<file path="src/rtl/pause_dim_ctrl.sv">
// rtl/pause_dim_ctrl.sv - merged pause source with idle-time video dimming
// Combines button/request/OSD pause into pause_cpu and fades RGB in shift steps after idle time.
module pause_dim_ctrl #(
  parameter int RW         = 4,
  parameter int GW         = 4,
  parameter int BW         = 4,
  parameter int REQ_N      = 2,
  parameter int TICK_DIV   = 48000,
  parameter int DIM_TICKS  = 10000,
  parameter int FADE_TICKS = 250,
  parameter int MAX_SHIFT  = 1
) (
  input  logic                               clk_sys,
  input  logic                               reset_n,
  input  logic                               user_button,
  input  logic [REQ_N-1:0]                   pause_request,
  input  logic                               OSD_STATUS,
  input  logic [1:0]                         options,
  input  logic [RW+GW+BW-1:0]                rgb_in,
  output logic [RW+GW+BW-1:0]                rgb_out,
  output logic                               pause_cpu,
  output logic [$clog2(MAX_SHIFT+1)-1:0]     dim_level
);

  localparam int LW   = $clog2(MAX_SHIFT + 1);
  localparam int TW   = (TICK_DIV > 1) ? $clog2(TICK_DIV) : 1;
  localparam int IMAX = (DIM_TICKS > FADE_TICKS) ? DIM_TICKS : FADE_TICKS;
  localparam int IW   = $clog2(IMAX + 1);

  typedef enum logic [1:0] {
    RUN     = 2'd0,
    PAUSED  = 2'd1,
    DIMMING = 2'd2,
    DIMMED  = 2'd3
  } state_t;

  state_t        state_q, state_d;
  logic [LW-1:0] level_q, level_d, level_inc;
  logic [TW-1:0] tick_cnt;
  logic [IW-1:0] idle_cnt, idle_nxt;
  logic          btn_q, user_pause;
  logic          btn_rise, pause_src;
  logic          cnt_clr, cnt_hold, tick, step;

  assign btn_rise  = user_button & ~btn_q;
  assign pause_src = user_pause | (|pause_request) | (options[0] & OSD_STATUS);

  // Counting stops as soon as the pause source drops so an unpause always beats a tick.
  assign cnt_clr   = ~(pause_cpu & options[1] & pause_src);
  assign cnt_hold  = (state_q == DIMMED);
  assign tick      = ~cnt_clr & ~cnt_hold & (tick_cnt == TW'(TICK_DIV - 1));
  assign idle_nxt  = idle_cnt + 1'b1;
  assign step      = tick & (((state_q == PAUSED)  && (idle_nxt == IW'(DIM_TICKS))) ||
                             ((state_q == DIMMING) && (idle_nxt == IW'(FADE_TICKS))));
  assign level_inc = level_q + 1'b1;

  always_ff @(posedge clk_sys) begin
    if (!reset_n) begin
      btn_q      <= 1'b0;
      user_pause <= 1'b0;
      pause_cpu  <= 1'b0;
    end else begin
      btn_q      <= user_button;
      user_pause <= user_pause ^ btn_rise;
      pause_cpu  <= pause_src;
    end
  end

  always_ff @(posedge clk_sys) begin
    if (!reset_n || cnt_clr) begin
      tick_cnt <= '0;
      idle_cnt <= '0;
    end else if (!cnt_hold) begin
      tick_cnt <= tick ? '0 : tick_cnt + 1'b1;
      if (step)
        idle_cnt <= '0;
      else if (tick)
        idle_cnt <= idle_nxt;
    end
  end

  always_ff @(posedge clk_sys) begin
    if (!reset_n) begin
      state_q <= RUN;
      level_q <= '0;
    end else begin
      state_q <= state_d;
      level_q <= level_d;
    end
  end

  always_comb begin
    state_d = state_q;
    level_d = level_q;
    if (!pause_src) begin
      state_d = RUN;
      level_d = '0;
    end else if (state_q == RUN) begin
      if (pause_cpu)
        state_d = PAUSED;
    end else if (!options[1]) begin
      state_d = PAUSED;
      level_d = '0;
    end else if (step) begin
      level_d = level_inc;
      state_d = (level_inc == LW'(MAX_SHIFT)) ? DIMMED : DIMMING;
    end
  end

  // Each channel is shifted on its own slice so no bits leak between colours.
  always_ff @(posedge clk_sys) begin
    if (!reset_n) begin
      rgb_out <= '0;
    end else begin
      rgb_out <= {rgb_in[RW+GW+BW-1 -: RW] >> level_q,
                  rgb_in[GW+BW-1 -: GW]    >> level_q,
                  rgb_in[BW-1:0]           >> level_q};
    end
  end

  assign dim_level = level_q;

endmodule

</file>
<file path="config.mk">
export PLATFORM = sky130hd
export DESIGN_NAME = pause_dim_ctrl
export DESIGN_NICKNAME = d
export VERILOG_FILES = /design/src/rtl/pause_dim_ctrl.sv
export SDC_FILE = /design/constraint.sdc
export NUM_CORES = 1
export LEC_CHECK = 0
export ABC_AREA = 1
export CAP_MARGIN = 20
export CORE_MARGIN = 2
export CORE_UTILIZATION = 30
export CTS_CLUSTER_SIZE = 20
export DETAILED_ROUTE_END_ITERATION = 16
export PLACE_DENSITY = 0.54
export SLEW_MARGIN = 40
export SYNTH_ARGS = -nofsm -noshare
export SYNTH_HDL_FRONTEND = slang
export SYNTH_SLANG_ARGS = --single-unit
</file>
<file path="constraint.sdc">
create_clock -name clk_sys -period 2.1 [get_ports clk_sys]
set_input_delay 0.525 -clock clk_sys [delete_from_list [all_inputs] [get_ports clk_sys]]
set_output_delay 0.525 -clock clk_sys [all_outputs]
set_load 0.1 [all_outputs]
</file>
# Yosys cells after proc, flatten, opt, wreduce, memory -nomap -nowiden
# Index checks and enable logic that the tools add are counted.
# Widths: inputs -> output; s select.
[classes]
muxes = 10
add_sub_neg = 3
shifts = 3
n_eq_ne = 9
n_bitwise = 14
reduce_logical = 12
[ops]
columns = ["cell", "n"]
rows = [
  ["$mux 14", 2],
  ["$add 16x1->16 const B", 1],
  ["$eq 16x16->1 const B", 1],
  ["$mux 16", 1],
  ["$add 14x1->14 const B", 1],
  ["$eq 14x14->1 const B", 1],
  ["$eq 14x8->1 const B", 1],
  ["$shr 4x1->4", 3],
  ["$mux 2", 4],
  ["$reduce_and 2->1", 4],
  ["$and 1x1->1", 7],
  ["$eq 2x2->1 const B", 2],
  ["$not 1->1", 4],
  ["$mux 1", 3],
  ["$ne 3x1->1 const B", 1],
  ["$eq 2x1->1 const B", 1],
  ["$logic_and 1x1->1", 2],
  ["$logic_not 2->1", 1],
  ["$logic_or 1x1->1", 2],
  ["$ne 2x1->1 const B", 1],
  ["$ne 2x2->1 const B", 1],
  ["$or 1x1->1", 2],
  ["$reduce_bool 2->1", 1],
  ["$reduce_or 2->1", 1],
  ["other kinds (3)", 3],
]
[word_totals]
word_cells = 59
in_bits = 20
reg_bits = 48
out_inout_bits = 14

# Depth between registers and ports, before layout
[depth]
ltp_word = 10
depth_mapped = 16
ltp_nobuf = 16

# Worst setup path before layout
# Ideal clock, no wire load.
[synth_path]
kind = "reg2reg"
from = "reg pause_cpu"
to = "reg idle_cnt[2]"
synth_period_minus_slack_ns = 2.024
setup_slack_ns = 0.076
stages_incl_launch_ff = 9
setup_ns = 0.121
arrival_time_ns = 1.903
cell_sequence = "dfxtp_1 nand2_1 inv_1 nand4_1 nor2_1 nand2_4 nand3b_4 buf_6 o22ai_2"
[synth_between]
elab_chain_cells = 7
[synth_rtl]
columns = ["item", "line_no", "source"]
rows = [
  ["start, declared", "21", "output logic pause_cpu,"],
  ["start signal, assigned", "65", "pause_cpu <= pause_src;"],
  ["$and 1x1->1 * (2 in series)", "49", "assign cnt_clr = ~(pause_cpu & options[1] & pause_src);"],
  ["$and 1x1->1 (2 in series)", "51", "assign tick = ~cnt_clr & ~cnt_hold & (tick_cnt == TW'(TICK_DIV - 1));"],
  ["$and 1x1->1", "53", "assign step = tick & (((state_q == PAUSED) && (idle_nxt == IW'(DIM_TICKS))) ||"],
  ["$reduce_bool 2->1 (no line)", "n/a", ""],
  ["$reduce_and 2->1 (no line)", "n/a", ""],
  ["end signal, assigned", "78", "idle_cnt <= idle_nxt;"],
  ["end, declared", "40", "logic [IW-1:0] idle_cnt, idle_nxt;"],
]
# Mark *: on every way between the ends. The rest lies on a longest branch, timed or not.
# A chain may end at the register's enable or synchronous reset.

# Final worst setup path
[layout_path]
from = "reg idle_cnt[1]"
to = "reg idle_cnt[10]"
[layout_between]
elab_chain_cells = 7
[layout_rtl]
columns = ["item", "line_no", "source"]
rows = [
  ["$add 14x1->14 *", "52", "assign idle_nxt = idle_cnt + 1'b1;"],
  ["$eq 14x14->1 / $eq 14x8->1 (equally long branches)", "53, 54", ""],
  ["$logic_and 1x1->1 (on tied branches)", "53, 54", ""],
  ["$logic_or 1x1->1", "53", ""],
  ["$and 1x1->1", "53", ""],
  ["$reduce_bool 2->1 (no line)", "n/a", ""],
  ["$reduce_and 2->1 (no line)", "n/a", ""],
]
# Mark *: on every way between the ends. The rest lies on a longest branch, timed or not. The select of a mux whose other input is x is not followed.

==> metrics.cfg <==
[floorplanning]
pin_count=34
die_height_um=94.88
floorplan.core_area_um2=8093
num_rows=33
fp.dieArea_um2=9001
die_w_um=94.88
floorplan.initialDensity_pct=30.61

[logic_synthesis]
postSynth.asyncResetShare_pct=0
synthDistinctLibCells=34
synth.avg_cell_area_um2=7.119
synth-main-ff-cell=sky130_fd_sc_hd__dfxtp_1
post_synth_instance_area_um2=2477
number_of_warnings_reported_in_the_yosys_synthesis_log=0
ys_seq_elements=48
seq_area_frac_synth_pct=38.79
synthesis.instances=348
synth_enable_flop_cells=0
postSynthNetCount=371

[run]
max-cap-violations=0

[power_and_ir_drop]
ir_drop_mv=0.3335
fin_total_pwr_uw=1904
seq_power_share_pct=49.2
power_frac_clock_pct=38.5
p_leak_uw=0.001256
p_switching_uw=482.0
combPwrFrac_pct=12.3
power.internal_uw=1422
power_density_nw_per_um2=591.4
netSwitchingFraction_pct=25.31

[global_routing]
grt_most_used_layer=met2
largest_net_degree_at_the_start_of_global_routing=23
grt_overflow_total=0
grt_use_met1_pct=17.41
grtUsageMet2_pct=24.29
number_of_global_route_vias_before_repair=2296
global_route.usage.total_pct=14.05
met3_usage_pct=2.314
grt_antenna_before_repair=0
grt_first_pass_wirelength_um=10020

[drt]
drt_iter0_drc=103
drt.antenna.violating_nets=0
post-route-drc-count=0
vias=2313
firstDrtPassIters=6
wl_um=5854
wl_per_cell_um=11.57
avgViaCountPerCell=4.571

[hold_path]
min_path_type=reg2reg

[clocking]
tritoncts=done
clock-sinks=48
path_clk_slew_ns=0.09
tritoncts_buffer_count=5
clockRootBuffer=sky130_fd_sc_hd__clkbuf_8
clock_tree.htree_level_count=2
worst_skew_late_latency_ns=0.31
max_clock_buf_depth=2

[finish]
layout.nets=423
final_util_pct=39.78
most_frequent_standard_cell_in_the_layout_excluding_fill_and_tap_cells=sky130_fd_sc_hd__nand2_1
mostFrequentLayoutCells=70 x sky130_fd_sc_hd__nand2_1, 48 x sky130_fd_sc_hd__nor2_1, 42 x sky130_fd_sc_hd__dfxtp_1
syn2layout_area_growth_pct=29.95
antennaDiodeCount=0
drive_above_1_share_pct=22.19
fillCellCount=891

[timing]
final_min_period_ns=1.969
timing_worst_slew_pin_value_ns=0.3792
worst_slew_margin_rel_pct=74.49
setup_viol=0
final_hold_fails=0
rsz_0062_raised_after_global_routing=false
final_max_slew_viol_count=0
post-route-period-util_pct=93.77
hold_slack_ns=0.4782
maxClockFrequency_mhz=507.8
worst_clock_skew_ns=0.007781

[worst_setup_path]
worst_setup_path_start_kind=flop
worst_ep_arrival_time_ns=2.16
critPathRequiredTime_ns=2.29
setup.worst_path.class=reg2reg
crit_path_end_kind=flop
worst-path-max-fanout=8

[run_status]
status=finished, final reports clean

[place]
dp_hpwl_um=4368
routability_driven_placement_congestion_ratio=0.8273
io_buffers=33

-- what timing repair did --
| item | CTS | global route |
|---|---|---|
| hold buffers | 0 | 0 |
| resized for setup | 0 | 21 |
| setup buffers | 0 | 2 |
| endpoints found under the setup margin | 0 | 15 |
-- power by group through the flow --
| stage | combinational [uW] | sequential [uW] | clock (uW) |
|---|---|---|---|
| floorplan | 49.9 | 1060 | 0 |
| global placement | 233 | 960 | 0 |
| detailed placement | 234 | 961 | 0 |
| CTS | 235 | 940 | 760 |
| global route | 248 | 940 | 788 |
| finish | 234 | 938 | 733 |
-- state kept, by name (all words and copies together), names as in the netlist --
| name | count |
|---|---|
| pause_cpu | 1 |
| tick_cnt | 16 |
| state_q | 2 |
| btn_q | 1 |
| dim_level | 1 |
| idle_cnt | 14 |
| user_pause | 1 |
| rgb_out | 12 |
-- through the flow --
step / setup TNS [ns] / std cells / cell area, um2 / setup slack, ns
after global placement: 0 / 495 / 3005 / 0.02060
after detailed placement: -0.004510 / 495 / 3005 / -0.004510
after global routing: 0 / 506 / 3219 / 0.01091
after CTS: 0 / 503 / 3132 / 0.09804
final: 0 / 506 / 3219 / 0.1309
after floorplan: 0 / 348 / 2477 / 0.07594
-- final cells by class --
type / instances / area (um2) / share of cell area [%]
Tap cell: 105 / 131.4 / 4.081
Timing Repair Buffer: 49 / 447.9 / 13.91
Clock inverter: 1 / 30.03 / 0.9328
Multi-Input combinational cell: 248 / 1363 / 42.32
Inverter: 48 / 180.2 / 5.597
Clock buffer: 7 / 96.34 / 2.993
Sequential cell: 48 / 970.9 / 30.16
-- critical path: stages, from the launching register on --
cell	delay, ns
sky130_fd_sc_hd__dfxtp_2	0.37
sky130_fd_sc_hd__buf_6	0.11
sky130_fd_sc_hd__nand2_2	0.06
sky130_fd_sc_hd__nor2_4	0.22
sky130_fd_sc_hd__nand2_2	0.09
sky130_fd_sc_hd__nor2_1	0.12
sky130_fd_sc_hd__nand2_1	0.07
sky130_fd_sc_hd__nand2_2	0.09
sky130_fd_sc_hd__inv_2	0.05
sky130_fd_sc_hd__nor2_4	0.07
sky130_fd_sc_hd__nand3_2	0.06
sky130_fd_sc_hd__nand2_2	0.10
sky130_fd_sc_hd__nand2_4	0.10
sky130_fd_sc_hd__nand3b_2	0.23
sky130_fd_sc_hd__o22ai_2	0.09
-- synthesized netlist by cell type (3+ instances only) --
cell,count,area [um2]
sky130_fd_sc_hd__o22ai_2,10,125.1
sky130_fd_sc_hd__nand2_4,3,33.78
sky130_fd_sc_hd__o21a_1,3,22.52
sky130_fd_sc_hd__o21ai_1,3,15.01
sky130_fd_sc_hd__nand2_1,73,274.0
sky130_fd_sc_hd__o21ai_0,20,100.1
sky130_fd_sc_hd__xor2_1,3,26.28
sky130_fd_sc_hd__nor2_1,52,195.2
sky130_fd_sc_hd__nor2_4,3,33.78
sky130_fd_sc_hd__nand4_1,7,43.79
sky130_fd_sc_hd__dfxtp_1,48,960.9
sky130_fd_sc_hd__a21oi_1,11,55.05
sky130_fd_sc_hd__nor3_1,4,20.02
sky130_fd_sc_hd__nand2_2,6,37.54
sky130_fd_sc_hd__ha_1,3,37.54
sky130_fd_sc_hd__nand3_1,29,145.1
sky130_fd_sc_hd__inv_2,5,18.77
sky130_fd_sc_hd__inv_1,41,153.9
sky130_fd_sc_hd__xnor2_1,3,26.28
-- cells by family after synthesis --
group / count (synthesis) / synth area share (%)
simple gates: 187 / 35.10
compound gates: 51 / 14.04
flops: 48 / 38.79
buf+inv: 53 / 8.435
fa+ha+maj: 3 / 1.515
xor+xnor: 6 / 2.122
-- final timing paths --
kind	start	to	slack (ns)	cells past startpoint
min	tick_cnt[15]	tick_cnt[15]	0.48	2
min reg2reg	tick_cnt[15]	tick_cnt[15]	0.48	2
max	idle_cnt[1]	idle_cnt[10]	0.13	14
max reg2reg	idle_cnt[1]	idle_cnt[10]	0.13	14
-- routing by layer --
metal  wire (um)  share of wire [%]
met5           0                  0
met4         103                1.8
met3         160                2.7
met2        2783                 48
met1        2806                 48
Note: power is estimated with default switching activity, not from simulation.
